**src/rtl/sync_filter.sv**
```systemverilog
// sync_filter: WIDTH-channel asynchronous input synchroniser with a per-channel
// stability filter and registered single-cycle rise/fall pulses.
module sync_filter #(
    parameter int unsigned      WIDTH     = 4,
    parameter int unsigned      DEPTH     = 2,
    parameter int unsigned      FILTER    = 4,
    parameter logic [WIDTH-1:0] RESET_VAL = '0
) (
    input  logic             clock,
    input  logic             reset_n,
    input  logic [WIDTH-1:0] sig_in,
    input  logic             hold,
    output logic [WIDTH-1:0] sig_out,
    output logic [WIDTH-1:0] rise,
    output logic [WIDTH-1:0] fall,
    output logic             changed
);

    localparam int unsigned   CW     = (FILTER == 0) ? 1 : $clog2(FILTER + 1);
    localparam logic [CW-1:0] FILT_C = CW'(FILTER);

    logic [WIDTH-1:0] rise_d, fall_d;
    logic [WIDTH-1:0] rise_q, fall_q;
    logic             changed_d, changed_q;

    for (genvar i = 0; i < WIDTH; i++) begin : g_ch
        (* preserve *) logic [DEPTH-1:0] chain_q;
        logic [DEPTH-1:0] chain_d;
        logic [CW-1:0]    cnt_q, cnt_d;
        logic             out_q, out_d;
        logic             accept;
        logic             s;

        assign s = chain_q[DEPTH-1];

        // Synchroniser chain: shift the raw input in every edge, hold has no effect.
        always_comb begin
            chain_d = {chain_q[DEPTH-2:0], sig_in[i]};
        end

        // Synchroniser chain register.
        always_ff @(posedge clock or negedge reset_n) begin
            if (!reset_n) begin
                chain_q <= {DEPTH{RESET_VAL[i]}};
            end else begin
                chain_q <= chain_d;
            end
        end

        // Stability filter: accept s once it has differed for FILTER+1 sampling edges.
        always_comb begin
            cnt_d  = cnt_q;
            out_d  = out_q;
            accept = 1'b0;
            if (!hold) begin
                if (s == out_q) begin
                    cnt_d = '0;
                end else if (cnt_q == FILT_C) begin
                    out_d  = s;
                    cnt_d  = '0;
                    accept = 1'b1;
                end else begin
                    cnt_d = cnt_q + CW'(1);
                end
            end
        end

        // Filter state register.
        always_ff @(posedge clock or negedge reset_n) begin
            if (!reset_n) begin
                cnt_q <= '0;
                out_q <= RESET_VAL[i];
            end else begin
                cnt_q <= cnt_d;
                out_q <= out_d;
            end
        end

        assign rise_d[i]  = accept & s;
        assign fall_d[i]  = accept & ~s;
        assign sig_out[i] = out_q;
    end

    // Summary flag for the pulses being registered this edge.
    always_comb begin
        changed_d = |(rise_d | fall_d);
    end

    // Pulse registers, aligned with the sig_out update.
    always_ff @(posedge clock or negedge reset_n) begin
        if (!reset_n) begin
            rise_q    <= '0;
            fall_q    <= '0;
            changed_q <= 1'b0;
        end else begin
            rise_q    <= rise_d;
            fall_q    <= fall_d;
            changed_q <= changed_d;
        end
    end

    assign rise    = rise_q;
    assign fall    = fall_q;
    assign changed = changed_q;

endmodule

```
**config.mk**
```make
export PLATFORM = sky130hd
export DESIGN_NAME = sync_filter
export DESIGN_NICKNAME = d
export VERILOG_FILES = /design/src/rtl/sync_filter.sv
export SDC_FILE = /design/constraint.sdc
export NUM_CORES = 1
export LEC_CHECK = 0
export ABC_AREA = 1
export BUFFER_PORTS_ARGS = -buffer_cell sky130_fd_sc_hd__buf_2
export CORE_MARGIN = 8
export CORE_UTILIZATION = 37
export DETAILED_ROUTE_END_ITERATION = 10
export GPL_ROUTABILITY_DRIVEN = 0
export SLEW_MARGIN = 5
export SYNTH_ARGS = -nofsm -noshare
export SYNTH_HDL_FRONTEND = slang
export SYNTH_SLANG_ARGS = --single-unit
```
**constraint.sdc**
```tcl
create_clock -name clock -period 1.2 [get_ports clock]
set_clock_uncertainty 0.05 [all_clocks]
set_input_delay 0.18 -clock clock [delete_from_list [all_inputs] [get_ports clock]]
set_output_delay 0.18 -clock clock [all_outputs]
set_load 0.01 [all_outputs]
```
== Word-level counts from Yosys, hierarchy flattened ==
Index checks and enable logic that the tools add are counted.
Cells by class
  add/sub/neg operators: 4
  equal/unequal tests: 8
  muxes and demuxes: 20
  bitwise logic cells: 18
  reductions and logical operators: 5
Operators by type and width (count)
  3-bit 2-to-1 mux: 8
  3-bit by 1-bit adder with 3-bit output (second input constant): 4
  3-bit == test (second input constant): 4
  1-bit 2-to-1 mux: 12
  3-bit AND reduction: 4
  1-bit NOT: 9
  1-bit AND: 8
  1-bit == test: 4
  4-bit bitwise OR: 1
  4-bit OR reduction: 1
Word-level totals
  register bits after elaboration: 33
  word-level logic and storage cells: 70

== Longest topological paths before layout ==
  word-level depth: 7
  gate-level depth with buffers: 6

== Worst setup path before layout ==
Ideal clock, no wire load.
  path type: register -> register
  from: reg g_ch[3].cnt_q[0]
  to: reg g_ch[3].out_q
  arrival time: 1.027 ns
  data required time: 1.067 ns
  slack: 0.040 ns
  stages on the path, launching flop included: 7
  path buffers: 0
  path through: dfrtp_1 inv_1 ha_1 nand2_2 nor3_4 nand2_1 o21ai_0
On the way
  word-level cells in the longest chain between the ends: 2
Ends and longest elaborated chain
  from (decl): line 29  | logic [CW-1:0] cnt_q, cnt_d;
  from (signal assigned): line 74  | cnt_q <= cnt_d;
  3-bit == test: line 58  | end else if (cnt_q == FILT_C) begin
  3-bit AND reduction (no source line)
  to (signal assigned): line 72  | out_q <= RESET_VAL[i];
  to (signal assigned): line 75  | out_q <= out_d;
  to (decl): line 30  | logic out_q, out_d;
No other way between the ends.
A chain may end at the register's enable or synchronous reset.

== Worst setup path in the final report ==
  from: reg g_ch[0].cnt_q[1]
  to: reg g_ch[0].out_q
On the way
  word-level cells in the longest chain between the ends: 2
Ends and longest elaborated chain (line)
  from (decl): 29
  from (signal assigned): 74
  3-bit == test: 58
  3-bit AND reduction (no source line)
  to (signal assigned): 72
  to (signal assigned): 75
  to (decl): 30
No other way between the ends.

==> run metrics <==
CP top delay family=simple AND/OR/NAND/NOR gates; via count=between 1000 and 1500; Initial Util=37.4%; mean post-synth cell area=9.89 um^2; IO Pins=20; FF+latch count, synth=33; final WL=2840 um; CTS sink cnt=33; full die area=6230 um^2; CTS Buf Count=5; Critical Path Max Stage Delay=400 ps; crit-path cells=inv_2 > ha_4 > nand2_4 > nor3_4 > nand2_2 > o21ai_2; final slew viol count=0; setup TNS=-53.3 ps; Cell Rows=23; Worst Setup SP=g_ch[0].cnt_q[1]; Hold Path End=g_ch[3].cnt_q[2]; Hold Violations, Final=0; Max Cap Violations=0; crit path max fanout=4; clock buffer depth=2; Worst setup SP type=register; final worst slack=-26.1 ps; kind of critical path=reg -> reg; post-route ant nets=0; Worst R2R Start=g_ch[0].cnt_q[1]; Critical Path Sink Type=register; final-report setup violation count=3; Mapped Nets=163; hold depth=3; commonest non-fill, non-tap cells in the layout=dfrtp_1 (33), nand2_1 (28), inv_1 (23); DRT Pass-1 Iters=2; period utilization=102%; unrepaired setup endpoints after global routing=true; R2R setup slack=-30 ps; power density over cell area=between 2000 and 2500 nW/um^2; peak supply drop=889 uV; Hold WC Path Type=in -> reg; status=complete, but fails checks; Mapped Cells=148; Arr. time, crit path=1390 ps; die width=78.9 um; Post-Syn Area=1460 um^2; cells on worst reg2reg path=6; Worst-path clk slew=about 70 ps; I/O Buffers=19; diode count=0; Core Area=~3900 um^2; Clk Latency, worst-skew pair=280 ps; DR DRC count=0; post-layout min period=1230 ps; Total GRT Usage=9.50%; P&R area growth vs syn=32.1%; antenna violations before repair=0; commonest non-fill, non-tap cell in the layout=dfrtp_1; Crit Reg-Reg Endpoint=g_ch[0].out_q; relative slew slack=77.0%; gr ovfl total=0; layout cells sized above 1=36.1%; Distinct cells, synth=17; fill count=370; clock root cell=clkbuf_8; number of global-route vias before repair=roughly 1100; Hold Startpoint=hold; final hold slack=128 ps; sequential fraction of the synthesis area=56.4%; first-pass GRT wire length=around 4500 um; Avg WL per Cell=around 12 um; DP HPWL=2030 um; Die H=78.9 um; H-Tree Depth=2; largest net degree at the start of global routing=17; fmax=~0.8 GHz; Syn. warnings=0; CTS tree=done; slowest CP cell=dfrtp_1; Starting DRT DRC Count=29; Worst Path Required=1370 ps; Total Nets Final=205; Leak Pwr=0.00106 uW; Worst-Margin Slew=roughly 350 ps; worst path buffer plus inverter count=1; Vias/cell=4.48; failing checks=negative setup slack
==> worst max-delay path by stage <==
stage / end / slack (ps) / cells after the start
floorplan: g_ch[3].out_q / 40 / 6
global placement: g_ch[3].out_q / -4 / 6
detailed placement: g_ch[3].out_q / -60 / 6
CTS: g_ch[2].out_q / 4 / 6
global route: changed / -130 / 6
finish: g_ch[0].out_q / -30 / 6
==> cells in the mapped netlist <==
library cell	number	area, um^2
nor2_2	1	6.26
dfrtp_1	33	826
o22ai_1	9	56.3
nor2_1	6	22.5
nand2_1	28	105
nor3_4	4	65.1
o21ai_0	4	20.0
ha_1	8	100
o211ai_1	1	7.51
inv_1	32	120
buf_2	1	5.00
inv_4	1	6.26
nand3b_1	3	22.5
buf_4	4	30.0
o21ai_1	3	15.0
nand3_1	5	25.0
nand2_2	5	31.3
==> state kept, by name, indices dropped and copies added (netlist names) <==
name and flops:
fall 4, g_ch.out_q 4, g_ch.chain_q 8, g_ch.cnt_q 12, rise 4, changed 1
==> what timing repair did <==
action / 4_1_cts / 5_1_grt
endpoints found under the hold margin: 18 / 0
resized for setup: 4 / 21
setup endpoints to repair: 8 / 15
setup buffers: 0 / 6
hold buffers: 5 / 0
pin swaps: 6 / 7
==> area by class of cell <==
type                       count  area (um^2)  area share (%)
sequential                    33          826            42.7
multi-input combinational     77          553            28.6
timing repair buffer          40          265            13.7
inverter                      33          126            6.53
clock buffer                   7         96.3            4.98
tap                           50         62.6            3.23
clock inverter                 1         5.00           0.259
==> tightest hold or removal path: stages <==
cell     delay [ps]
buf_2           120
nand2_1          60
nand2_1          70
==> power by group <==
group          switching [uW]  internal [uW]
sequential                225           1360
clock                     398            518
combinational             746            732
total                    1370           2610
==> kinds of logic (layout without fill, tap and decap cells) <==
family / count (synthesis) / count (layout) / share of synthesized area [%]
AOI/OAI and AO/OA: 17 / 17 / 6.75
DFF: 33 / 33 / 56.4
adders and majority gates: 8 / 8 / 6.84
buffers and inverters: 38 / 81 / 11.0
and+or+nand+nor: 52 / 52 / 19.0
==> through the flow <==
stage	total power [uW]	utilization [%]	setup slack (ps)	instance area, um^2	cells
after floorplan	2340	-	40.4	1460	148
after global placement	2600	42.5	-4.29	1660	222
after detailed placement	2700	42.5	-60.7	1660	222
after CTS	3690	46.8	4.31	1830	235
after global routing	4270	49.4	-130	1930	241
final	3980	49.4	-26.1	1930	241
==> layer usage <==
metal | up-vias | global-route usage (%) | part of all wire (%)
met2 | 14 | 16.3 | 53
met5 | - | 0 | 0
met1 | 523 | 9.12 | 39
li1 | 538 | - | -
met4 | 0 | 5.56 | 2.2
met3 | 5 | 4.51 | 5.1
(Power assumes the default switching activity.)
